==> config.mk <==
export PLATFORM = sky130hd
export DESIGN_NAME = inst_loader_ctrl_flat
export DESIGN_NICKNAME = d
export VERILOG_FILES = /design/src/rtl/inst_loader_ctrl_pkg.sv /design/src/rtl/inst_loader_ctrl_if.sv /design/src/rtl/inst_loader_ctrl_assembler.sv /design/src/rtl/inst_loader_ctrl.sv /design/src/flat_wrapper.sv
export SDC_FILE = /design/constraint.sdc
export NUM_CORES = 1
export LEC_CHECK = 0
export ABC_CLOCK_PERIOD_IN_PS = 2340
export BUFFER_PORTS_ARGS = -buffer_cell sky130_fd_sc_hd__buf_2
export CORE_ASPECT_RATIO = 1.1
export CORE_MARGIN = 2
export CORE_UTILIZATION = 35
export CTS_CLUSTER_SIZE = 28
export DETAILED_ROUTE_END_ITERATION = 7
export GPL_ROUTABILITY_DRIVEN = 0
export HOLD_SLACK_MARGIN = 0.03
export PLACE_DENSITY = 0.63
export SLEW_MARGIN = 20
export SYNTH_ARGS = -nofsm -noshare
export SYNTH_HDL_FRONTEND = slang
export SYNTH_SLANG_ARGS = --single-unit
==> constraint.sdc <==
create_clock -name clk -period 2.34 [get_ports clk]
set_clock_uncertainty 0.05 [all_clocks]
set_input_delay 0.234 -clock clk [delete_from_list [all_inputs] [get_ports clk]]
set_output_delay 0.234 -clock clk [all_outputs]
set_load 0.01 [all_outputs]
==> src/rtl/inst_loader_ctrl_pkg.sv <==
// Shared boot-loader definitions: state encoding, default boot constants, address helper.
package inst_loader_ctrl_pkg;

  localparam int unsigned LDR_BYTE_W  = 8;
  localparam int unsigned LDR_DATA_W  = 32;
  localparam int unsigned LDR_ADDR_W  = 32;
  localparam int unsigned LDR_COUNT_W = 16;
  localparam int unsigned LDR_TMO_W   = 16;

  localparam logic [LDR_ADDR_W-1:0] LDR_BASE_ADDR   = 32'h0000_0000;
  localparam int unsigned           LDR_ADDR_STEP   = 4;
  localparam int unsigned           LDR_MAX_WORDS   = 1024;
  localparam int unsigned           LDR_TIMEOUT_CYC = 65535;

  typedef enum logic [2:0] {
    LDR_IDLE  = 3'd0,
    LDR_RECV  = 3'd1,
    LDR_WRITE = 3'd2,
    LDR_RUN   = 3'd3,
    LDR_ERR   = 3'd4
  } ldr_state_e;

  // Word address with 32-bit wraparound.
  function automatic logic [LDR_ADDR_W-1:0] ldr_addr(input logic [LDR_ADDR_W-1:0] base,
                                                     input logic [LDR_COUNT_W-1:0] idx,
                                                     input int unsigned step);
    return base + 32'(idx) * 32'(step);
  endfunction

endpackage

==> src/rtl/inst_loader_ctrl_if.sv <==
// Byte-stream input and instruction-load output bundle of the boot loader.
interface inst_loader_ctrl_if;
  import inst_loader_ctrl_pkg::*;

  logic                  byte_valid;
  logic [LDR_BYTE_W-1:0] byte_data;
  logic                  byte_ready;
  logic                  load_en;
  logic [LDR_ADDR_W-1:0] Inst_addr_load;
  logic [LDR_DATA_W-1:0] Inst_load;

  // Controller side.
  modport master (
    input  byte_valid, byte_data,
    output byte_ready, load_en, Inst_addr_load, Inst_load
  );

  // Byte producer / instruction memory side.
  modport slave (
    output byte_valid, byte_data,
    input  byte_ready, load_en, Inst_addr_load, Inst_load
  );
endinterface

==> src/rtl/inst_loader_ctrl_assembler.sv <==
// Little-endian byte-to-word assembler; word_c already includes the byte being accepted.
module ldr_word_assembler
  import inst_loader_ctrl_pkg::*;
(
  input  logic                  clk,
  input  logic                  rst_n,
  input  logic                  clear,
  input  logic                  accept,
  input  logic [LDR_BYTE_W-1:0] byte_data,
  output logic [LDR_DATA_W-1:0] word_c,
  output logic                  word_ready_c
);

  logic [1:0]            byte_idx;
  logic [LDR_DATA_W-1:0] shift_q;

  // Byte index and partially assembled word.
  always_ff @(posedge clk) begin
    if (!rst_n) begin
      byte_idx <= 2'd0;
      shift_q  <= '0;
    end else if (clear) begin
      byte_idx <= 2'd0;
      shift_q  <= '0;
    end else if (accept) begin
      byte_idx <= byte_idx + 2'd1;
      shift_q  <= word_c;
    end
  end

  // Merge the incoming byte into its lane.
  always_comb begin
    word_c = shift_q;
    case (byte_idx)
      2'd0:    word_c[7:0]   = byte_data;
      2'd1:    word_c[15:8]  = byte_data;
      2'd2:    word_c[23:16] = byte_data;
      default: word_c[31:24] = byte_data;
    endcase
  end

  assign word_ready_c = accept && (byte_idx == 2'd3);

endmodule

==> src/rtl/inst_loader_ctrl.sv <==
// Boot sequencer: fills instruction memory from a byte stream, then releases the core.
module inst_loader_ctrl
  import inst_loader_ctrl_pkg::*;
#(
  parameter logic [LDR_ADDR_W-1:0] BASE_ADDR   = LDR_BASE_ADDR,
  parameter int unsigned           ADDR_STEP   = LDR_ADDR_STEP,
  parameter int unsigned           MAX_WORDS   = LDR_MAX_WORDS,
  parameter int unsigned           TIMEOUT_CYC = LDR_TIMEOUT_CYC
) (
  input  logic                   clk,
  input  logic                   rst_n,
  input  logic                   start,
  input  logic [LDR_COUNT_W-1:0] word_count,
  inst_loader_ctrl_if.master     bus,
  output logic                   cpu_rst_n,
  output logic                   busy,
  output logic                   done,
  output logic                   err
);

  ldr_state_e             state;
  logic [LDR_COUNT_W-1:0] word_cnt;
  logic [LDR_COUNT_W-1:0] word_idx;
  logic [LDR_TMO_W-1:0]   tmo_cnt;

  logic                  accept_c;
  logic                  start_ok_c;
  logic                  asm_clear_c;
  logic                  word_ready_c;
  logic [LDR_DATA_W-1:0] word_c;

  assign accept_c    = bus.byte_valid && bus.byte_ready;
  assign start_ok_c  = (word_count != '0) && (32'(word_count) <= MAX_WORDS);
  assign asm_clear_c = start && ((state == LDR_IDLE) || (state == LDR_RUN) || (state == LDR_ERR));

  ldr_word_assembler u_asm (
    .clk          (clk),
    .rst_n        (rst_n),
    .clear        (asm_clear_c),
    .accept       (accept_c),
    .byte_data    (bus.byte_data),
    .word_c       (word_c),
    .word_ready_c (word_ready_c)
  );

  // Load FSM with word/timeout counters and registered outputs.
  always_ff @(posedge clk) begin
    if (!rst_n) begin
      state              <= LDR_IDLE;
      word_cnt           <= '0;
      word_idx           <= '0;
      tmo_cnt            <= '0;
      bus.byte_ready     <= 1'b0;
      bus.load_en        <= 1'b0;
      bus.Inst_addr_load <= '0;
      bus.Inst_load      <= '0;
      cpu_rst_n          <= 1'b0;
      busy               <= 1'b0;
      done               <= 1'b0;
      err                <= 1'b0;
    end else begin
      bus.load_en <= 1'b0;
      case (state)
        LDR_IDLE, LDR_RUN, LDR_ERR: begin
          if (start) begin
            cpu_rst_n <= 1'b0;
            done      <= 1'b0;
            if (start_ok_c) begin
              state          <= LDR_RECV;
              word_cnt       <= word_count;
              word_idx       <= '0;
              tmo_cnt        <= '0;
              bus.byte_ready <= 1'b1;
              busy           <= 1'b1;
              err            <= 1'b0;
            end else begin
              state          <= LDR_ERR;
              bus.byte_ready <= 1'b0;
              busy           <= 1'b0;
              err            <= 1'b1;
            end
          end
        end
        LDR_RECV: begin
          if (accept_c) begin
            tmo_cnt <= '0;
            if (word_ready_c) begin
              state              <= LDR_WRITE;
              bus.byte_ready     <= 1'b0;
              bus.load_en        <= 1'b1;
              bus.Inst_load      <= word_c;
              bus.Inst_addr_load <= ldr_addr(BASE_ADDR, word_idx, ADDR_STEP);
            end
          end else if (tmo_cnt == LDR_TMO_W'(TIMEOUT_CYC - 1)) begin
            state          <= LDR_ERR;
            bus.byte_ready <= 1'b0;
            busy           <= 1'b0;
            err            <= 1'b1;
          end else begin
            tmo_cnt <= tmo_cnt + 16'd1;
          end
        end
        LDR_WRITE: begin
          word_idx <= word_idx + 16'd1;
          tmo_cnt  <= '0;
          if ((word_idx + 16'd1) == word_cnt) begin
            state     <= LDR_RUN;
            busy      <= 1'b0;
            cpu_rst_n <= 1'b1;
            done      <= 1'b1;
          end else begin
            state          <= LDR_RECV;
            bus.byte_ready <= 1'b1;
          end
        end
        default: state <= LDR_IDLE;
      endcase
    end
  end

endmodule

==> src/flat_wrapper.sv <==
// flat-port wrapper written by rule: the top's interface ports become plain ports
module inst_loader_ctrl_flat import inst_loader_ctrl_pkg::*;
#(
  parameter logic [LDR_ADDR_W-1:0] BASE_ADDR   = LDR_BASE_ADDR,
  parameter int unsigned           ADDR_STEP   = LDR_ADDR_STEP,
  parameter int unsigned           MAX_WORDS   = LDR_MAX_WORDS,
  parameter int unsigned           TIMEOUT_CYC = LDR_TIMEOUT_CYC
)
  (clk, rst_n, start, word_count, cpu_rst_n, busy, done, err, bus_byte_valid, bus_byte_data, bus_byte_ready, bus_load_en, bus_Inst_addr_load, bus_Inst_load);
  inst_loader_ctrl_if bus_i ();
  input  logic clk;
  input  logic rst_n;
  input  logic start;
  input  logic [LDR_COUNT_W-1:0] word_count;
  output logic cpu_rst_n;
  output logic busy;
  output logic done;
  output logic err;
  input wire logic [$bits(bus_i.byte_valid)-1:0] bus_byte_valid;
  input wire logic [$bits(bus_i.byte_data)-1:0] bus_byte_data;
  output wire logic [$bits(bus_i.byte_ready)-1:0] bus_byte_ready;
  output wire logic [$bits(bus_i.load_en)-1:0] bus_load_en;
  output wire logic [$bits(bus_i.Inst_addr_load)-1:0] bus_Inst_addr_load;
  output wire logic [$bits(bus_i.Inst_load)-1:0] bus_Inst_load;
  assign bus_i.byte_valid = bus_byte_valid;
  assign bus_i.byte_data = bus_byte_data;
  assign bus_byte_ready = bus_i.byte_ready;
  assign bus_load_en = bus_i.load_en;
  assign bus_Inst_addr_load = bus_i.Inst_addr_load;
  assign bus_Inst_load = bus_i.Inst_load;
  inst_loader_ctrl #(.BASE_ADDR(BASE_ADDR), .ADDR_STEP(ADDR_STEP), .MAX_WORDS(MAX_WORDS), .TIMEOUT_CYC(TIMEOUT_CYC)) u_core (.clk(clk), .rst_n(rst_n), .start(start), .word_count(word_count), .bus(bus_i), .cpu_rst_n(cpu_rst_n), .busy(busy), .done(done), .err(err));
endmodule
==> metrics.txt <==
Peak Freq roughly 470 MHz; cts hold-fix bufs 5; initial core utilization a little over a third; Worst EP required roughly 2.6 ns; Worst-path clk slew 0.06 ns; io pins 98; top cell type's share of synthesized area 40.73%; core area ~19000 sq um; Peak VDD IR about 630 uV; Post-CTS Resized 0; critical-path cell list dlygate4sd3_1 > buf_2 > nor4_1 > nand4_1 > buf_4 > a41oi_1 > nor2_2 > buf_4 > a31oi_1; Max Cap Viol 0; area grow syn2layout 20.13%; dominant synthesized flop cell dfxtp_1; Slew Limit Headroom a little under three fifths; Slew Viols, Final 0; Critical Path AT ~2.5 ns; FF/Latch Area 2763 sq um; Worst Hold Depth 3; critical path's slowest cell dlygate4sd3_1; layout cells sized above 1 between 10% and 20%; Placed Cells 1104; DRT Pass-1 Iters 5; H-tree depth 4; critical path startpoint category primary input; Setup Fix Bufs, Post-CTS 0; num rows 53; CP Capture Type flop; CTS Buf Count 17; WL per Instance ~15 microns; clock buffer depth 2; Multi-input gate area approximately 3600 sq um; final worst path period share 91.67%; power per cell area slightly below 700 nW/um^2; buffers added on ports 81; Fin Hold WS 0.04210 ns; Cell variety after synth a little under 60; fillcell total between 1500 and 2000; RSZ-0062 raised after global routing no; CTS sink cnt between 100 and 150; CTS tree done; cells on worst reg2reg path 6; Final min period between 2 and 2.5 ns; leak pwr roughly 3.4 nW; via count 5891; sequential-to-total area share from yosys stat approximately two fifths; grt ovf 0; post-placement worst setup slack approximately 0.23 ns; post-synthesis cell count ~800; drt initial violations approximately 280; top cell type by total area after synthesis dfxtp_1; DRC viols 0; Die Y between 150 and 200 microns; largest net degree at the start of global routing between 60 and 70; Cell Area, Synth about 6800 sq um; worst setup path class primary input to flop; Worst path depth 9; Clock Latency Late Sink around 0.43 ns; nets@finish roughly 920; YS warnings 0; synth top area cells dfxtp_1 (41%), nand2_1 (8.1%), mux2i_1 (6.3%); setup TNS 0 ns; Post-synth EDFFs 0; CP Max Fanout 12; Worst Path Buf+Inv 4; Post-Route WL ~17000 microns; Hold Fails Final Rpt 0; routed vias/inst 5.163; initial antenna violation count 1; ys async rst share 0%; DIE AREA 20510 sq um; DPL Wire Length roughly 12000 microns; crit-path max cell delay ~0.53 ns; Ant. Diodes 0; vias in the first global route between 5000 and 6000; Power, Total roughly 0.0055 W; Setup Viol. Count Final 0; post-route worst setup slack 0.1949 ns; DIE WIDTH between 100 and 150 microns; Worst-Margin Slew ~0.67 ns; outcome finished, final reports clean; most frequent CP cell buf_4; wire length of the first global-routing pass ~27000 microns; Synth Area per Inst approximately 8.4 sq um; type of the most critical hold path primary input to flop; Yosys reg bits between 100 and 150; Final ANT Viol Nets 0; crit-path leading delay family buffers and inverters; Total GRT Usage between 10% and 20%; non-filler cells, final 1141; clock root buffer master clkbuf_16
## logic make-up (layout without fill, tap and decap cells)
logic type	after synthesis	count (layout)	synth area share, %
flops	138	138	40.73
xor+xnor	27	27	3.763
mux	43	43	6.346
other cells	1	16	0.05529
fa+ha+maj	8	8	1.476
simple gates	313	313	22.39
compound gates	185	185	18.56
buf+inv	88	164	6.678
## state kept, by name (all words and copies together) (netlist names), 2 cells and up
name and flops:
u_core.bus.Inst_addr_load 16, u_core.bus.Inst_load 32, u_core.state 3, u_core.tmo_cnt 16, u_core.u_asm.byte_idx 2, u_core.u_asm.shift_q 32, u_core.word_cnt 16, u_core.word_idx 16
## synth_stat cells (9+ instances only)
| cell | instances |
|---|---|
| dfxtp_1 | 138 |
| buf_4 | 21 |
| mux2i_1 | 43 |
| and3_1 | 9 |
| a21oi_1 | 43 |
| nand3_1 | 49 |
| o211a_1 | 33 |
| a31oi_1 | 20 |
| xor2_1 | 9 |
| nor2b_1 | 18 |
| nor3_1 | 15 |
| nand4_1 | 12 |
| xnor2_1 | 17 |
| nor2_1 | 21 |
| buf_2 | 10 |
| o21ai_0 | 36 |
| clkbuf_1 | 38 |
| nand2_1 | 146 |
| a21boi_1 | 20 |
## worst reg2reg max path, cell delays in order (launching register included)
cell,delay (ns)
dfxtp_1,0.53
and4_1,0.28
nand2_1,0.10
or3_1,0.31
a211o_1,0.31
nor4_1,0.30
o21ai_0,0.13
## through the flow
stage / cell area [sq um] / utilization (%)
after floorplan: 6839 / -
final: 8148 / 42.81
after CTS: 8148 / 42.81
after global placement: 7452 / 39.16
after detailed placement: 7452 / 39.16
after global routing: 8148 / 42.81
## per-layer routing
| metal | vias to the layer above | share of wire, % | track usage, % |
|---|---|---|---|
| met5 | - | 0.065 | 0 |
| met1 | 2761 | 44 | 20.19 |
| met3 | 24 | 5.5 | 5.081 |
| met2 | 143 | 50 | 29.13 |
| met4 | 2 | 1.2 | 5.260 |
| li1 | 2961 | - | - |
## final timing paths
path                                                 to                                       start  slack (ns)
max                     u_core.word_idx[5]$_SDFFE_PN0P_                               word_count[6]        0.19
min                     u_core.word_cnt[8]$_SDFFE_PN0P_                               word_count[8]        0.04
max reg2reg                    u_core.busy$_SDFFE_PN0P_             u_core.word_idx[2]$_SDFFE_PN0P_        0.21
min reg2reg  u_core.bus.Inst_addr_load[10]$_SDFFE_PN0P_  u_core.bus.Inst_addr_load[10]$_SDFFE_PN0P_        0.40
## cells in the final DEF, fill, tap and decap left out, types with 15 or more instances in the layout
cell type  instances
a31oi_1           20
buf_2             81
clkbuf_16         17
dfxtp_1          138
nand2_1          146
conb_1            16
o21ai_0           36
buf_4             37
nor2_1            21
a21boi_1          20
nor2b_1           17
xnor2_1           17
nand3_1           49
nor3_1            15
o211a_1           33
a21oi_1           43
mux2i_1           43
## layout make-up
class,count,area share (%)
Sequential cell,138,33.91
Tap cell,247,3.793
Inverter,7,0.3225
Clock buffer,18,5.390
Timing Repair Buffer,125,9.490
Clock inverter,14,2.534
Multi-Input combinational cell,592,44.56
## report_power, final
part           switching [W]  internal (W)
sequential        0.00000667       0.00236
combinational       0.000124     0.0000671
clock                0.00111       0.00183
total                0.00124       0.00426
(Power assumes the default switching activity.)
